===== src/rtl/demux_pkg.sv =====
// ============================================================================
// Module      : demux_pkg
// Description : Shared constants for the 1:4 stream demultiplexer.
// Revision    : 1.0 - initial release
// ============================================================================
`default_nettype none

package demux_pkg;

  localparam int SEL_W         = 2;
  localparam int N_CH          = 4;
  localparam int CH_A          = 0;
  localparam int CH_B          = 1;
  localparam int CH_C          = 2;
  localparam int CH_D          = 3;
  localparam int DEFAULT_WIDTH = 8;

endpackage

`default_nettype wire


===== src/rtl/demux_slot.sv =====
// ============================================================================
// Module      : demux_slot
// Description : One-entry valid/ready register slice for a single channel.
// Revision    : 1.0 - initial release
// ============================================================================
`default_nettype none

module demux_slot
  import demux_pkg::*;
#(
  parameter int WIDTH = DEFAULT_WIDTH
) (
  input  logic             i_clk,
  input  logic             i_rst_n,
  input  logic             i_load,
  input  logic [WIDTH-1:0] i_data,
  output logic [WIDTH-1:0] o_data,
  output logic             o_valid,
  input  logic             i_ready,
  output logic             o_free
);

  logic [WIDTH-1:0] r_data;
  logic             r_valid;

  // i_load is only raised by the parent while o_free is high, so a load
  // always wins over a drain and a same-cycle refill leaves no bubble.
  always_ff @(posedge i_clk or negedge i_rst_n) begin
    if (!i_rst_n) begin
      r_data  <= '0;
      r_valid <= 1'b0;
    end else if (i_load) begin
      r_data  <= i_data;
      r_valid <= 1'b1;
    end else if (i_ready) begin
      r_valid <= 1'b0;
    end
  end

  assign o_data  = r_data;
  assign o_valid = r_valid;
  assign o_free  = !r_valid || i_ready;

endmodule

`default_nettype wire


===== src/rtl/stream_demux_8bus_1_4.sv =====
// ============================================================================
// Module      : stream_demux_8bus_1_4
// Description : Registered 1:4 bus demultiplexer with per-channel flow control.
// Revision    : 1.0 - initial release
// ============================================================================
`default_nettype none

module stream_demux_8bus_1_4
  import demux_pkg::*;
#(
  parameter int WIDTH = DEFAULT_WIDTH,
  parameter int CNT_W = 16
) (
  input  logic             i_clk,
  input  logic             i_rst_n,
  input  logic [WIDTH-1:0] i_data,
  input  logic [SEL_W-1:0] i_sel,
  input  logic             i_valid,
  output logic             o_ready,
  output logic [WIDTH-1:0] o_data_a,
  output logic [WIDTH-1:0] o_data_b,
  output logic [WIDTH-1:0] o_data_c,
  output logic [WIDTH-1:0] o_data_d,
  output logic [N_CH-1:0]  o_valid,
  input  logic [N_CH-1:0]  i_ready,
  output logic [CNT_W-1:0] o_xfer_cnt
);

  logic [N_CH-1:0]  w_free;
  logic [N_CH-1:0]  w_load;
  logic [WIDTH-1:0] w_slot_data [N_CH];
  logic             w_accept;
  logic [CNT_W-1:0] r_xfer_cnt;

  // Combinational through i_ready; integrators needing a registered ready
  // put a skid buffer in front.
  assign o_ready  = w_free[i_sel];
  assign w_accept = i_valid && o_ready;

  for (genvar n = 0; n < N_CH; n++) begin : g_slot
    assign w_load[n] = w_accept && (i_sel == SEL_W'(n));

    demux_slot #(
      .WIDTH (WIDTH)
    ) u_slot (
      .i_clk   (i_clk),
      .i_rst_n (i_rst_n),
      .i_load  (w_load[n]),
      .i_data  (i_data),
      .o_data  (w_slot_data[n]),
      .o_valid (o_valid[n]),
      .i_ready (i_ready[n]),
      .o_free  (w_free[n])
    );
  end

  always_ff @(posedge i_clk or negedge i_rst_n) begin
    if (!i_rst_n) begin
      r_xfer_cnt <= '0;
    end else if (w_accept) begin
      r_xfer_cnt <= r_xfer_cnt + CNT_W'(1);
    end
  end

  assign o_xfer_cnt = r_xfer_cnt;
  assign o_data_a   = w_slot_data[CH_A];
  assign o_data_b   = w_slot_data[CH_B];
  assign o_data_c   = w_slot_data[CH_C];
  assign o_data_d   = w_slot_data[CH_D];

endmodule

`default_nettype wire


===== config.mk =====
export PLATFORM = sky130hd
export DESIGN_NAME = stream_demux_8bus_1_4
export DESIGN_NICKNAME = d
export VERILOG_FILES = /design/src/rtl/demux_pkg.sv /design/src/rtl/demux_slot.sv /design/src/rtl/stream_demux_8bus_1_4.sv
export SDC_FILE = /design/constraint.sdc
export NUM_CORES = 1
export LEC_CHECK = 0
export ABC_AREA = 1
export BUFFER_PORTS_ARGS = -buffer_cell sky130_fd_sc_hd__buf_2
export CORE_UTILIZATION = 50
export DETAILED_ROUTE_END_ITERATION = 12
export PLACE_DENSITY_LB_ADDON = 0.25
export REMOVE_ABC_BUFFERS = 1
export SLEW_MARGIN = 20
export SYNTH_ARGS = -nofsm -noshare
export SYNTH_HDL_FRONTEND = slang
export SYNTH_SLANG_ARGS = --single-unit

===== constraint.sdc =====
create_clock -name i_clk -period 4.2 [get_ports i_clk]
set_input_delay 0.63 -clock i_clk [delete_from_list [all_inputs] [get_ports i_clk]]
set_output_delay 0.63 -clock i_clk [all_outputs]
set_load 0.005 [all_outputs]

== Yosys cells after proc, flatten, opt, wreduce, memory -nomap -nowiden ==
Cells that the tools add are included.

* Bits in registers: 52
* Bits in latches: 0
* Bits in writable memories: 0
* ROM bits: 0
* Input bits: 17
* Output and inout bits: 53
* Logic and storage cells: 42
* Memories: 0

* Add/subtract/negate cells: 1
* $mul: 0
* Divide/modulo/power cells: 0
* $lt $le $gt $ge: 1
* Eq/ne operators: 3
* Shift-type cells: 0
* Multiplexer cells: 10
* Bitwise operators: 0
* Reductions and logical operators: 18

{| class="wikitable"
|+ Operator list
! operator !! count
|-
| adder 16 x 1 -> 16 bit (second input constant) || 1
|-
| 2-to-1 mux 1 bit || 9
|-
| nonzero test 2 bit || 4
|-
| logical AND 1 bit || 5
|-
| == test 2 bit (second input constant) || 2
|-
| zero test 1 bit || 4
|-
| logical OR 1 bit || 4
|-
| < comparator 2 x 3 -> 1 bit (second input constant) || 1
|-
| binary-select mux 1 bit (select 2 bit) || 1
|-
| == test 2 x 1 -> 1 bit (second input constant) || 1
|-
| zero test 2 bit || 1
|}

== Longest topological paths before layout ==
* Word-level depth: 7
* Mapped depth: 10
* Gate-level depth less buffers: 9

== Modules after synthesis ==
A second synthesis with hierarchy kept.

* Cell total of the unflattened synthesis: 307
* Area, all modules: 2437.3 µm²

{| class="wikitable"
|+ By module, submodules not included
! module !! times used !! cells an instance !! area an instance (µm²) !! sequential area each (µm²)
|-
| demux_slot || 4 || 38 || 341.6 || 225.2
|-
| stream_demux_8bus_1_4 || 1 || 155 || 1071.0 || 400.4
|}

== Worst setup path before layout ==
Ideal clock, no wire load.

* Kind: input to output
* Start: input i_sel[0]
* End: output o_ready
* Data arrival time: 1.366 ns
* Data required time: 3.570 ns
* Slack: 2.204 ns
* Cell stages on the path: 7
* Path buffers: 2
* Cell sequence: inv_1 nor2_2 nand2_2 nand2_1 nor2_2 buf_6 buf_6

* Longest elaborated chain between the ends: 2

{| class="wikitable"
|+ Ends and longest elaborated chain
! what !! line !! RTL
|-
| start: declaration || stream_demux_8bus_1_4.sv:17 || <nowiki>input logic [SEL_W-1:0] i_sel,</nowiki>
|-
| binary-select mux 1 bit (select 2 bit) || stream_demux_8bus_1_4.sv:37 || <nowiki>assign o_ready = w_free[i_sel];</nowiki>
|-
| 2-to-1 mux 1 bit (not written as such) || stream_demux_8bus_1_4.sv:37 ||
|-
| end: declaration || stream_demux_8bus_1_4.sv:19 || <nowiki>output logic o_ready,</nowiki>
|}

Every way passes these cells. The select of a mux whose other input is x is not followed.

== Worst setup path in the final report ==
Ends and elaborated chain as after synthesis.

==> impl_metrics.py <==
metrics = {
    "sta": {
        "rsz0062_at_grt": "false",
        "max_slew_margin_pct": 52.43,
        "final-setup-viol-count": 0,
        "fin_worst_skew_ns": 0.004739,
        "setup_ws_ns": 1.464,
        "fin_setup_tns_ns": 0,
        "fmax_ghz": 0.3655,
        "hold_viol_final": 0,
        "max_slew.worst_pin.slew_ns": 0.7128,
        "maxSlewViolCount": 0,
        "finalCritPeriodShare_pct": 65.14,
        "final.min_clock_period_ns": 2.736,
    },
    "pwr": {
        "switching_share_pct": 31.45,
        "p_switching_mw": 0.3793,
        "p_total_mw": 1.206,
        "p_int_mw": 0.8268,
        "p_per_area_mw_per_mm2": 407.4,
        "pwr-share-clk_pct": 22.3,
        "power_frac_comb_pct": 22.9,
        "max-vdd-ir-drop_mv": 0.2460,
        "p_leak_nw": 1.607,
        "power_frac_seq_pct": 54.7,
    },
    "cells_and_area": {
        "nets": 398,
        "area_growth_pct": 15.36,
        "layout_commonest_cell": "nand2_1",
        "layout-drive-gt1-share_pct": 23.16,
        "antenna_cells": 0,
        "mostFrequentLayoutCells": "142 x nand2_1, 69 x buf_2, 52 x dfrtp_1, 38 x nand4_1, 19 x nor2_1",
    },
    "yosys": {
        "syn_area_mm2": 0.002566,
        "synth_top_family_by_area": "simple AND/OR/NAND/NOR gates",
        "ys_types": 18,
        "synth-simple-area-share_pct": 37.40,
        "postSynthCellCount": 317,
        "synth_seq_cells": 52,
        "yosysWarnings": 0,
        "synth_compound_area_share_pct": 1.560,
        "synth.avg_cell_area_um2": 8.095,
        "synth_mux_area_share_pct": 0,
        "ys_seq_area_share_pct": 50.71,
        "synth_fa_ha_area_share_pct": 0.4876,
        "synthXorXnorAreaFrac_pct": 2.389,
    },
    "critical_path": {
        "rrSetupSlack_ns": 1.95,
        "r2r-end": "o_xfer_cnt[8]$_DFFE_PN0P_",
        "r2r.worst_path.cells": 9,
        "cp-end-kind": "primary output",
        "crit_fanout": 20,
        "crit_arrival_ns": 2.11,
        "worst-setup-path-type": "in2out",
        "cp.required_ns": 3.57,
        "cp-start-kind": "input port",
        "timing.rr.start": "g_slot[1].u_slot.o_valid$_DFFE_PN0P_",
    },
    "route": {
        "drt-initial-drc-count": 98,
        "dr.pass1.iters": 4,
        "ant_nets": 0,
        "wl_per_cell_um": 13.07,
        "drcViolationCount": 0,
        "vias": 2243,
        "avgViaCountPerCell": 5.018,
        "finalWirelength_um": 5844,
    },
    "global_route": {
        "grt_use_met3_pct": 4.664,
        "grt_overflow_total": 0,
        "use_met2_pct": 39.96,
        "grt_antenna_before_repair": 0,
        "gr-max-usage-layer": "met2",
        "grtUsageTotal_pct": 23.20,
        "grt_pass1_vias": 2060,
        "gr-usage-met1_pct": 29.42,
        "grt_pass1_wl_um": 9432,
        "grt_max_degree": 53,
    },
    "cts": {
        "ctsRootBufferMaster": "clkbuf_8",
        "clk_pin_slew_ns": 0.09,
        "htreeDepth": 2,
        "tritoncts": "built",
        "clk_latency_ns": 0.30,
        "cts_sinks": 52,
        "clockBufferDepth": 2,
        "cts_setup_buffers": 0,
        "cts_made_buffers": 5,
        "ctsResizeCount": 0,
        "cts_hold_buf": 0,
    },
    "die": {
        "die_y_um": 73.64,
        "pin_count": 70,
        "die_w_um": 73.64,
        "rows": 25,
        "coreArea_mm2": 0.004817,
        "initial_core_util_pct": 53.27,
        "die_area_mm2": 0.005423,
    },
    "flow_run": {
        "maxCapViolCount": 0,
    },
    "status": {
        "status": "completed",
    },
    "place": {
        "gp_congestion": 0.7961,
        "io_buffers": 69,
        "dpl.hpwl_um": 4178,
        "pre_cts_ws_ns": 1.460,
    },
    "min_path": {
        "hp-class": "in2async",
    },
}
-- power groups by stage --
stage,clock network [mW],registers (mW),logic [mW]
6_report,0.269,0.660,0.277
4_1_cts,0.281,0.662,0.281
3_3_place_gp,0,0.669,0.272
3_5_place_dp,0,0.670,0.281
5_1_grt,0.294,0.673,0.319
2_1_floorplan,0,0.671,0.126
-- layer usage --
layer / share of wire, % / vias up
met5: 0 / -
met4: 1.3 / 0
met3: 4.4 / 7
met2: 50 / 62
met1: 44 / 1027
li1: - / 1147
-- flip-flops by register name (all words and copies together) (netlist names) --
signal / count
g_slot.u_slot.o_valid: 4
o_xfer_cnt: 16
g_slot.u_slot.o_data: 32
-- worst max-delay path by stage --
stage	startpoint	to	slack, ns	cells past startpoint
6_report	i_sel[0]	o_ready	1.46	8
5_1_grt	i_sel[1]	o_ready	1.30	8
4_1_cts	i_sel[0]	o_ready	1.46	8
3_5_place_dp	i_sel[0]	o_ready	1.46	8
3_3_place_gp	i_sel[1]	o_ready	1.53	8
2_1_floorplan	i_sel[0]	o_xfer_cnt[15]$_DFFE_PN0P_	1.61	9
-- layout make-up --
type / instances / area, um^2
Fill cell: 488 / 1857
Sequential cell: 52 / 1301
Multi-Input combinational cell: 233 / 1074
Timing Repair Buffer: 71 / 360.3
Tap cell: 67 / 83.83
Clock buffer: 6 / 72.57
Inverter: 17 / 63.81
Clock inverter: 1 / 5.005
-- per-stage QoR --
step / cell area (um^2) / std cells / hold WS [ns] / utilization [%]
floorplan: 2439 / 302 / 0.3344 / -
global placement: 2883 / 440 / 0.4497 / 59.84
detailed placement: 2883 / 440 / 0.4538 / 59.84
CTS: 2960 / 447 / 0.4543 / 61.45
global route: 2960 / 447 / 0.4971 / 61.45
finish: 2960 / 447 / 0.4382 / 61.45
-- logic make-up after synthesis --
logic type	after synthesis
AO/OA/AOI/OAI	8
AND/OR/NAND/NOR	217
buffers and inverters	32
adder cells (fa/ha/maj)	1
flip-flops	52
XOR/XNOR	7
-- cells in the mapped netlist --
master / n / area share [%]
ha_1: 1 / 0.49
nand3_2: 4 / 1.6
nor2_2: 4 / 0.97
buf_12: 1 / 0.78
nor2_1: 19 / 2.8
buf_2: 2 / 0.39
buf_1: 3 / 0.44
nand2_2: 2 / 0.49
buf_6: 5 / 2.2
nand3_1: 8 / 1.6
o21ai_0: 8 / 1.6
inv_2: 1 / 0.15
dfrtp_1: 52 / 51
xnor2_1: 7 / 2.4
buf_4: 4 / 1.2
nand2_1: 142 / 21
nand4_1: 38 / 9.3
inv_1: 16 / 2.3
-- critical path, stage by stage --
cell	delay, ns
buf_2	0.13
inv_1	0.07
nor2_2	0.08
nand2_2	0.07
nand2_1	0.05
nor2_2	0.57
buf_4	0.35
buf_2	0.15
Note: power is estimated with default switching activity, not from simulation.
